### config.mk
export PLATFORM = sky130hd
export DESIGN_NAME = spi_slave_param
export DESIGN_NICKNAME = d
export VERILOG_FILES = /design/src/rtl/spi_slave_param.sv
export SDC_FILE = /design/constraint.sdc
export NUM_CORES = 1
export LEC_CHECK = 0
export ABC_AREA = 1
export CORE_ASPECT_RATIO = 0.7
export CORE_MARGIN = 10
export CORE_UTILIZATION = 54
export DETAILED_ROUTE_END_ITERATION = 6
export MAX_ROUTING_LAYER = met4
export PLACE_DENSITY = 0.79
export SLEW_MARGIN = 25
export SYNTH_ARGS = -nofsm -noshare
export SYNTH_HDL_FRONTEND = slang
export SYNTH_SLANG_ARGS = --single-unit
export TNS_END_PERCENT = 5
### constraint.sdc
create_clock -name clk -period 2.4 [get_ports clk]
set_input_delay 0.48 -clock clk [delete_from_list [all_inputs] [get_ports clk]]
set_output_delay 0.48 -clock clk [all_outputs]
set_load 0.01 [all_outputs]
### src/rtl/spi_slave_param.sv
// SPI slave front-end for the single-port RAM wrapper: deserialises {cmd, payload} words on
// MOSI and serialises RAM read data back on MISO, with abort and read-timeout detection.
module spi_slave_param #(
  parameter int DATA_W     = 8,
  parameter bit MSB_FIRST  = 1'b1,
  parameter int TX_TIMEOUT = 16
) (
  input  logic              clk,
  input  logic              rst_n,
  input  logic              SS_n,
  input  logic              MOSI,
  input  logic              tx_valid,
  input  logic [DATA_W-1:0] tx_data,
  output logic              MISO,
  output logic [DATA_W+1:0] rx_data,
  output logic              rx_valid,
  output logic              rd_pending,
  output logic              busy,
  output logic              frame_err
);

  localparam int RX_W    = DATA_W + 2;
  localparam int CNT_MAX = (DATA_W + 3 > TX_TIMEOUT + 1) ? DATA_W + 3 : TX_TIMEOUT + 1;
  localparam int CNT_W   = $clog2(CNT_MAX);

  typedef enum logic [2:0] {
    IDLE, CHK_CMD, WRITE, READ_ADD, READ_DATA, RD_WAIT, RD_SHIFT, DONE
  } state_t;

  state_t            state_q, state_d;
  logic [RX_W-1:0]   sr_q, sr_d;
  logic [RX_W-1:0]   shift_in;
  logic [RX_W-1:0]   rx_data_d;
  logic [DATA_W-1:0] tx_q, tx_d;
  logic [CNT_W-1:0]  cnt_q, cnt_d;
  logic              miso_d, rx_valid_d, rd_pending_d, frame_err_d;
  logic              abort;

  assign busy = (state_q != IDLE);

  // NOTE: every signal written here gets a default first, so no path can infer a latch.
  always_comb begin
    state_d      = state_q;
    sr_d         = sr_q;
    tx_d         = tx_q;
    cnt_d        = cnt_q;
    rx_data_d    = rx_data;
    rd_pending_d = rd_pending;
    miso_d       = 1'b0;
    rx_valid_d   = 1'b0;
    frame_err_d  = 1'b0;

    if (MSB_FIRST) shift_in = {sr_q[RX_W-2:0], MOSI};
    else           shift_in = {MOSI, sr_q[RX_W-1:1]};

    // SS_n rising mid-frame drops the partial word; rd_pending is left as is so a read can retry.
    abort = SS_n && (state_q != IDLE) && (state_q != DONE);

    if (abort) begin
      state_d     = IDLE;
      frame_err_d = 1'b1;
    end else begin
      unique case (state_q)
        IDLE: if (!SS_n) state_d = CHK_CMD;

        CHK_CMD: begin
          cnt_d = CNT_W'(RX_W);
          if (!MOSI)           state_d = WRITE;
          else if (!rd_pending) state_d = READ_ADD;
          else                  state_d = READ_DATA;
        end

        WRITE, READ_ADD, READ_DATA: begin
          sr_d  = shift_in;
          cnt_d = (cnt_q != '0) ? cnt_q - 1'b1 : '0;
          if (cnt_q == CNT_W'(1)) begin
            rx_data_d  = shift_in;
            rx_valid_d = 1'b1;
            if (state_q == READ_DATA) begin
              state_d = RD_WAIT;
            end else begin
              state_d = DONE;
              if (state_q == READ_ADD) rd_pending_d = 1'b1;
            end
          end
        end

        RD_WAIT: begin
          if (tx_valid) begin
            tx_d    = tx_data;
            cnt_d   = CNT_W'(DATA_W);
            state_d = RD_SHIFT;
          end else if (TX_TIMEOUT != 0 && int'(cnt_q) + 1 >= TX_TIMEOUT) begin
            frame_err_d = 1'b1;
            state_d     = DONE;
          end else if (cnt_q != '1) begin
            cnt_d = cnt_q + 1'b1;
          end
        end

        RD_SHIFT: begin
          if (cnt_q != '0) begin
            cnt_d = cnt_q - 1'b1;
            if (MSB_FIRST) begin
              miso_d = tx_q[DATA_W-1];
              tx_d   = {tx_q[DATA_W-2:0], 1'b0};
            end else begin
              miso_d = tx_q[0];
              tx_d   = {1'b0, tx_q[DATA_W-1:1]};
            end
          end else begin
            rd_pending_d = 1'b0;
            state_d      = DONE;
          end
        end

        DONE: if (SS_n) state_d = IDLE;

        default: state_d = IDLE;
      endcase
    end
  end

  // NOTE: the few data registers are reset along with control; they are flops, not a RAM array.
  always_ff @(posedge clk) begin
    // NOTE: non-blocking assignments only, so every register samples pre-edge values.
    if (!rst_n) begin
      state_q    <= IDLE;
      sr_q       <= '0;
      tx_q       <= '0;
      cnt_q      <= '0;
      MISO       <= 1'b0;
      rx_data    <= '0;
      rx_valid   <= 1'b0;
      rd_pending <= 1'b0;
      frame_err  <= 1'b0;
    end else begin
      state_q    <= state_d;
      sr_q       <= sr_d;
      tx_q       <= tx_d;
      cnt_q      <= cnt_d;
      MISO       <= miso_d;
      rx_data    <= rx_data_d;
      rx_valid   <= rx_valid_d;
      rd_pending <= rd_pending_d;
      frame_err  <= frame_err_d;
    end
  end

endmodule

==> run_results.csv, run 1 <==
group,metric,value,unit
sta,setup_ws,0.3941,ns
setup_path,critPathMaxFanout,7,
layout,diodes,0,
outcome,status,"finished, final reports clean",
power,internal_power,1.425,mW
clock_tree,cts-resized-gates,0,
placed_design,dp_hpwl,3402,µm
die,boundaryPins,28,
die,core-area,3513,µm²
routing,detail_route.iter0.violations,144,
global_routing,antenna_found_initial,0,
synthesis,synth-simple-area-share,0.3246,
routing,drt_wl_total,4410,µm
setup_path,critPathArrivalTime,1.53,ns
routing,first_pass_iters,5,
setup_path,end_kind,"output port",
power,p_seq_frac,0.372,
synthesis,synth_xor_area_frac,0.01344,
sta,fmax,0.4985,GHz
power,switchingPower,938.3,µW
clock_tree,cts_setup_buffers,0,
synthesis,syn_area,1954,µm²
setup_path,worstSetupPathType,"flip-flop to output port",
clock_tree,cts_buffers,5,
synthesis,synth_async_sr_flop_share,0,
placed_design,place_ws,0.4073,ns
routing,viasPerCell,4.989,
synthesis,synth.area.top_cells,"dfxtp_1 (40%), nand2_1 (15%), nor2_1 (6.5%)",
sta,setup_viol,0,
synthesis,synth_area_per_cell,6.930,µm²
die,row_count,18,
synthesis,synth_top_family_by_area,"simple AND/OR/NAND/NOR gates",
synthesis,synth-main-ff-cell,"dfxtp_1",
power,swShare,0.3970,
synthesis,synth.area.mux_share,0,
synthesis,synth_cells,282,
global_routing,grt_pass1_vias,1649,
clock_tree,htree_levels,2,
global_routing,track_usage,0.1434,
routing,ant_nets,0,
clock_tree,root_buffer,"clkbuf_8",
sta,relSlewSlack,0.8111,
placed_design,dp_cells,356,
setup_path,crit_required,1.92,ns
power,clockPowerShare,0.230,
die,fp.dieW,91.91,µm
layout,layout-drive-gt1-share,0.09873,
setup_path,cp_num_buf_inv,2,
power,comb_power_share,0.398,
sta,grt_setup_unrepaired,"no",
synthesis,netlist_top_cells_count,"nand2_1 (79), dfxtp_1 (39), nor2_1 (34)",
sta,finClkSkew,0.001742,ns
hold_path,hp-class,"flip-flop to flip-flop",
sta,slew_violations,0,
global_routing,grt_start_max_net_pins,26,
synthesis,synth-compound-area-share,0.1575,
synthesis,yosys.area.top_type_share,0.3995,
setup_path,crit_chain,"inv_2 > nand2_2 > clkdlybuf4s50_1",
placed_design,place_area,2283,µm²
layout,finalNetCount,331,
sta,period_share,0.8358,
layout,multi_input_area,1031,µm²
clock_tree,cts_hold_buffers,0,
synthesis,yosysMostFrequentCell,"nand2_1",
power,p_per_area,986.4,nW/µm²
setup_path,start_kind,"flip-flop",
clock_tree,cts_tree,"built",
sta,period_minus_slack,2.006,ns
placed_design,port_buffers,27,
layout,area_delta_synth_final,22.60,%
routing,vias,1816,
clock_tree,clockBufferDepth,2,
synthesis,synth_fp_nets,300,
sta,worst_pin_slew,0.2827,ns
setup_path,cp_slowest_cell,"clkdlybuf4s50_1",
layout,stdcell_count,364,
global_routing,overflow,0,
layout,seq_area,780.7,µm²
placed_design,routabilityCongestion,0.9865,
sta,fin_tns_setup,0,ns
routing,drc,0,
synthesis,synth_edf_count,0,
die,start_util,0.5563,
setup_path,crit_family,"buffers and inverters",
clock_tree,clkTransAtPathRegs,0.08,ns
power,leakage,1.031,nW
global_routing,grt_first_pass_wirelength,7679,µm
synthesis,ys_types,28,
sta,hold-worst-slack,0.4606,ns
routing,wl_per_cell,12.12,µm
setup_path,cp_slowest_stage_delay,0.56,ns
power,ir_worst_vdd,594.5,µV
die,die_height,70.34,µm
synthesis,yosysWarnings,0,
synthesis,yosysTopAreaCell,"dfxtp_1",
layout,nFillCells,317,
run,maxCapViolations,0,
layout,fin_area,2396,µm²
clock_tree,clkLatencyLatePin,0.28,ns
die,dieArea,6464,µm²
synthesis,synth-seq-cells,39,
clock_tree,cts_sinks,39,
synthesis,synthAdderAreaFrac,0.03201,
sta,finalHoldViolCount,0,
synthesis,ys_seq_area_frac,0.3995,
[tightest hold or removal path: stages (launching register included)]
cell,delay (ns)
dfxtp_1,0.31
nand2_1,0.06
nor2_1,0.04
[placed cells by master, fill, tap and decap left out, drive strengths merged]
cell type and n:
bufinv 1, clkinv 2, o21bai 2, nor2 40
o21ai 26, a21oi 20, dfxtp 39, inv 29
clkdlybuf4s50 27, buf 4, or2 2, nand3 13
clkbuf 5, o2111ai 1, xor2 3, nand4 1
nor3 2, nand2 84, o22ai 8, ha 5
[state kept, by name, indices dropped and copies added (netlist names)]
signal / count
rx_data: 10
sr_q: 9
tx_q: 8
cnt_q: 5
state_q: 3
MISO: 1
frame_err: 1
rd_pending: 1
rx_valid: 1
[power groups by stage]
stage,logic [mW],clock network (mW),registers (mW)
2_1_floorplan,0.733,0,0.869
3_3_place_gp,0.923,0,0.889
3_5_place_dp,0.935,0,0.890
4_1_cts,0.938,0.555,0.876
5_1_grt,1.07,0.588,0.899
6_report,0.940,0.545,0.878
[area by class of cell]
type                    count  share of cell area
well taps                  50             0.02611
multi-input cells         207              0.4303
clock buffers               5             0.02872
repair buffers             31              0.1253
clock inverters             3             0.01828
inverters                  29             0.04543
flip-flops and latches     39              0.3258
[kinds of logic (layout without fill, tap and decap cells)]
logic type | count (synthesis) | in the layout
and+or+nand+nor | 142 | 142
buffers and inverters | 36 | 68
xor gates and xnor gates | 3 | 3
DFF | 39 | 39
AOI/OAI and AO/OA | 57 | 57
adders and majority gates | 5 | 5
[stage by stage]
step,power [mW],util
final,2.363,0.6820
after global routing,2.556,0.6820
after CTS,2.369,0.6820
after detailed placement,1.825,0.6499
after global placement,1.812,0.6499
after floorplan,1.601,-
[worst paths after layout]
kind               from        to  slack (ns)  cells past startpoint
max          state_q[2]      busy        0.39                      3
min reg2reg     tx_q[7]      MISO        0.46                      2
max reg2reg    cnt_q[0]  cnt_q[1]        0.45                     11
min             tx_q[7]      MISO        0.46                      2
[per-layer routing]
metal  share of wire  track usage  up-vias
met4          0.0079      0.03242        0
met2            0.41       0.1977       45
li1                -            -      969
met3           0.050      0.03949        4
met5               0            -        -
met1            0.53       0.2007      798
Power figures use the tool's default switching activity.
==> run 2, diff against run 1 <==
==> constraint.sdc (replaced) <==
create_clock -name clk -period 2.1 [get_ports clk]
set_input_delay 0.42 -clock clk [delete_from_list [all_inputs] [get_ports clk]]
set_output_delay 0.42 -clock clk [all_outputs]
set_load 0.01 [all_outputs]
==> run_results.csv, run 2 (same netlist as run 1, synthesis figures left out) <==
group,metric,value,unit
outcome,status,"finished, final reports clean",
die,boundaryPins,28,
die,dieArea,6464,µm²
clock_tree,htree_levels,2,
clock_tree,cts_setup_buffers,0,
clock_tree,cts_hold_buffers,0,
layout,final_cell_mix,"nand2_1 (79), dfxtp_1 (38), nor2_1 (34)",
global_routing,track_usage,0.1469,
power,ir_worst_vdd,680.5,µV
sta,finClkSkew,0.01205,ns
layout,reg_top3,"rx_data (10), sr_q (9), tx_q (8)",
power,p_seq_frac,0.350,
setup_path,start_kind,"flip-flop",
layout,layout_commonest_cell,"nand2_1",
layout,nFillCells,315,
sta,period_share,0.9398,
clock_tree,cts_buffers,5,
sta,setup_viol,0,
power,power,2.868,mW
clock_tree,cts-resized-gates,0,
global_routing,grt_first_pass_wirelength,7748,µm
die,row_count,18,
clock_tree,cts_sinks,39,
layout,largest_reg_flops,10,
setup_path,critPathArrivalTime,1.55,ns
global_routing,overflow,0,
sta,period_minus_slack,1.974,ns
sta,slew_violations,0,
routing,wl_per_cell,12.43,µm
power,leakage,1.049,nW
power,switchingPower,1.101,mW
power,comb_power_share,0.389,
routing,ant_nets,0,
clock_tree,clockBufferDepth,2,
placed_design,place_ws,0.1957,ns
clock_tree,clkLatencyLatePin,0.30,ns
sta,relSlewSlack,0.7690,
power,swShare,0.3839,
sta,hold-worst-slack,0.4487,ns
power,p_per_area,1179,nW/µm²
setup_path,end_kind,"output port",
placed_design,dp_hpwl,3381,µm
layout,layout-drive-gt1-share,0.1044,
placed_design,routabilityCongestion,0.9030,
setup_path,critPathMaxFanout,7,
routing,drt_wl_total,4548,µm
global_routing,grt_pass1_vias,1635,
routing,drc,0,
layout,diodes,0,
routing,detail_route.iter0.violations,113,
placed_design,port_buffers,27,
layout,finalNetCount,333,
die,start_util,0.5563,
layout,area_delta_synth_final,24.46,%
clock_tree,cts_tree,"built",
sta,finalHoldViolCount,0,
run,maxCapViolations,0,
layout,top_register,"rx_data",
sta,setup_ws,0.1263,ns
global_routing,antenna_found_initial,0,
power,clockPowerShare,0.261,
clock_tree,root_buffer,"clkbuf_8",
sta,fin_tns_setup,0,ns
die,core-area,3513,µm²
clock_tree,clkTransAtPathRegs,0.08,ns
setup_path,crit_required,1.68,ns
setup_path,worstSetupPathType,"flip-flop to output port",
global_routing,grt_start_max_net_pins,19,
routing,vias,1857,
sta,grt_setup_unrepaired,"no",
layout,final_util,0.6923,
power,internal_power,1.767,mW
hold_path,hp-class,"flip-flop to flip-flop",
routing,viasPerCell,5.074,
routing,first_pass_iters,4,
sta,worst_pin_slew,0.3455,ns
die,fp.dieW,91.91,µm
sta,fmax,0.5067,GHz
die,die_height,70.34,µm
run 2: routing by layer:
layer  part of all wire  GRT usage  wire (µm)  vias to the layer above
li1                   -          -          -                      971
met1               0.50     0.1974       2269                      806
met2               0.40     0.2008       1806                       68
met3              0.082    0.04482        373                       12
met4              0.022    0.05290         98                        0
met5                  0          -          0                        -
run 2: layout make-up:
class | count | area, µm² | area share
Tap cell | 50 | 62.56 | 0.02572
Timing Repair Buffer | 33 | 315.3 | 0.1296
Inverter | 29 | 108.9 | 0.04475
Clock inverter | 2 | 60.06 | 0.02469
Sequential cell | 39 | 782.0 | 0.3215
Clock buffer | 6 | 72.57 | 0.02984
Multi-Input combinational cell | 207 | 1031 | 0.4239
run 2: metrics by stage:
stage	cell area, µm²	instances
after floorplan	1954	282
after global placement	2298	358
after detailed placement	2298	358
after CTS	2431	366
after global routing	2432	366
final	2432	366
run 2: worst paths after layout:
kind                    from       end  slack [ns]  depth (start not counted)
hold / removal       tx_q[7]      MISO        0.45                          2
hold reg to reg      tx_q[7]      MISO        0.45                          2
setup / recovery  state_q[2]      busy        0.13                          3
setup reg to reg    cnt_q[1]  cnt_q[4]        0.17                         10
run 2: worst max-delay path: stages (launching register included):
cell and delay, ns:
dfxtp_1 0.49, inv_2 0.09, nand2_2 0.13, clkdlybuf4s50_1 0.55
run 2: power groups by stage:
| stage | clock (mW) | combinational, mW | sequential (mW) |
|---|---|---|---|
| floorplan | 0 | 0.837 | 0.993 |
| global placement | 0 | 1.09 | 1.01 |
| detailed placement | 0 | 1.10 | 1.01 |
| CTS | 0.755 | 1.11 | 0.998 |
| global route | 0.777 | 1.27 | 1.02 |
| finish | 0.748 | 1.12 | 1.00 |
==> run 3, diff against run 2 <==
--- a/config.mk
+++ b/config.mk
@@ -10,6 +10,7 @@
 export CORE_MARGIN = 10
 export CORE_UTILIZATION = 54
 export DETAILED_ROUTE_END_ITERATION = 6
+export GPL_ROUTABILITY_DRIVEN = 0
 export MAX_ROUTING_LAYER = met4
 export PLACE_DENSITY = 0.79
 export SLEW_MARGIN = 25
==> run_results.csv, run 3 (same netlist as run 1, synthesis figures left out) <==
group,metric,value,unit
routing,first_pass_iters,5,
die,dieArea,6464,µm²
layout,layout_commonest_cell,"nand2_1",
routing,viasPerCell,5.118,
setup_path,start_kind,"flip-flop",
power,ir_worst_vdd,663.5,µV
routing,drt_wl_total,4490,µm
layout,layout-drive-gt1-share,0.09841,
clock_tree,root_buffer,"clkbuf_8",
clock_tree,cts_setup_buffers,0,
sta,worst_pin_slew,0.3059,ns
hold_path,whs_path_depth,2,
sta,grt_setup_unrepaired,"no",
routing,drc,0,
die,core-area,3513,µm²
placed_design,port_buffers,27,
power,clockPowerShare,0.257,
layout,final_cell_mix,"nand2_1 (79), dfxtp_1 (39), nor2_1 (34)",
outcome,status,"finished, final reports clean",
setup_path,crit_end,"busy",
sta,fin_tns_setup,0,ns
layout,final_util,0.6934,
global_routing,grt_pass1_vias,1708,
layout,largest_reg_flops,10,
clock_tree,cts_sinks,39,
setup_path,reg2regPathDepth,11,
sta,finClkSkew,0.008164,ns
power,p_per_area,1172,nW/µm²
global_routing,grt_first_pass_wirelength,7921,µm
routing,vias,1868,
power,swShare,0.3804,
power,comb_power_share,0.393,
routing,wl_per_cell,12.30,µm
clock_tree,cts_buffers,5,
placed_design,dp_hpwl,3364,µm
clock_tree,cts-resized-gates,0,
global_routing,grt_start_max_net_pins,33,
die,boundaryPins,28,
setup_path,timing.rr.end,"cnt_q[1]",
power,p_seq_frac,0.350,
power,switchingPower,1.086,mW
hold_path,hp-class,"flip-flop to flip-flop",
sta,slew_violations,0,
sta,fmax,0.5114,GHz
clock_tree,clkTransAtPathRegs,0.08,ns
sta,finalHoldViolCount,0,
setup_path,end_kind,"output port",
sta,period_share,0.9311,
clock_tree,clkLatencyLatePin,0.29,ns
routing,ant_nets,0,
global_routing,track_usage,0.1492,
die,row_count,18,
power,internal_power,1.770,mW
layout,area_delta_synth_final,24.65,%
global_routing,antenna_found_initial,0,
setup_path,worstSetupPathType,"flip-flop to output port",
power,leakage,1.048,nW
setup_path,r2r_slack,0.26,ns
die,start_util,0.5563,
sta,period_minus_slack,1.955,ns
layout,diodes,0,
clock_tree,clockBufferDepth,2,
global_routing,overflow,0,
layout,finalNetCount,332,
clock_tree,cts_tree,"built",
sta,setup_viol,0,
setup_path,critPathArrivalTime,1.54,ns
layout,top_register,"rx_data",
run,maxCapViolations,0,
clock_tree,cts_hold_buffers,0,
setup_path,critPathMaxFanout,7,
layout,reg_top3,"rx_data (10), sr_q (9), tx_q (8)",
die,fp.dieW,91.91,µm
setup_path,cp-startpoint,"state_q[2]",
setup_path,reg2reg_from,"cnt_q[1]",
die,die_height,70.34,µm
routing,detail_route.iter0.violations,178,
clock_tree,htree_levels,2,
sta,relSlewSlack,0.7945,
setup_path,crit_required,1.68,ns
-- run 3: cell count changes in the layout (fill, tap and decap cells not counted) --
cell     before  now
buf_12        0    1
buf_4         6    4
dfxtp_1      38   39
dfxtp_2       1    0
-- run 3: worst min path at each step --
stage	start	end	slack, ns
after floorplan	tx_q[7]	MISO	0.41
after global placement	rx_data[0]	rx_data[0]	0.44
after detailed placement	sr_q[8]	rx_data[9]	0.45
after CTS	sr_q[8]	rx_data[9]	0.46
after global routing	tx_q[7]	MISO	0.48
final	tx_q[7]	MISO	0.46
-- run 3: power groups by stage --
stage | logic [mW] | clock network, mW | registers, mW
finish | 1.12 | 0.734 | 0.999
global route | 1.30 | 0.780 | 1.02
CTS | 1.11 | 0.743 | 0.995
detailed placement | 1.10 | 0 | 1.01
global placement | 1.09 | 0 | 1.01
floorplan | 0.837 | 0 | 0.993
-- run 3: area by class of cell --
class | count | area, µm²
inverters | 29 | 108.9
fillers | 309 | 1077
multi-input cells | 207 | 1031
repair buffers | 32 | 320.3
clock inverters | 2 | 60.06
well taps | 50 | 62.56
clock buffers | 6 | 72.57
flip-flops and latches | 39 | 780.7
-- run 3: routing by layer --
| metal | global-route usage | routed length, µm | vias to the layer above |
|---|---|---|---|
| met5 | - | 0 | - |
| met4 | 0.03072 | 34 | 0 |
| met3 | 0.04482 | 291 | 5 |
| met2 | 0.2164 | 1912 | 66 |
| met1 | 0.1991 | 2251 | 826 |
| li1 | - | - | 971 |
-- run 3: metrics by stage --
step | instance area [µm²] | cells | hold slack, ns | power [mW] | setup WS, ns
2_1_floorplan | 1954 | 282 | 0.4137 | 1.830 | 0.3784
3_3_place_gp | 2303 | 357 | 0.4354 | 2.096 | 0.2299
3_5_place_dp | 2303 | 357 | 0.4455 | 2.115 | 0.2031
4_1_cts | 2436 | 365 | 0.4562 | 2.852 | 0.1536
5_1_grt | 2436 | 365 | 0.4796 | 3.092 | 0.009833
6_report | 2436 | 365 | 0.4560 | 2.856 | 0.1447
-- run 3: critical path: stages (launching register included) --
cell	delay, ns
dfxtp_1	0.48
inv_2	0.08
nand2_2	0.13
clkdlybuf4s50_1	0.55
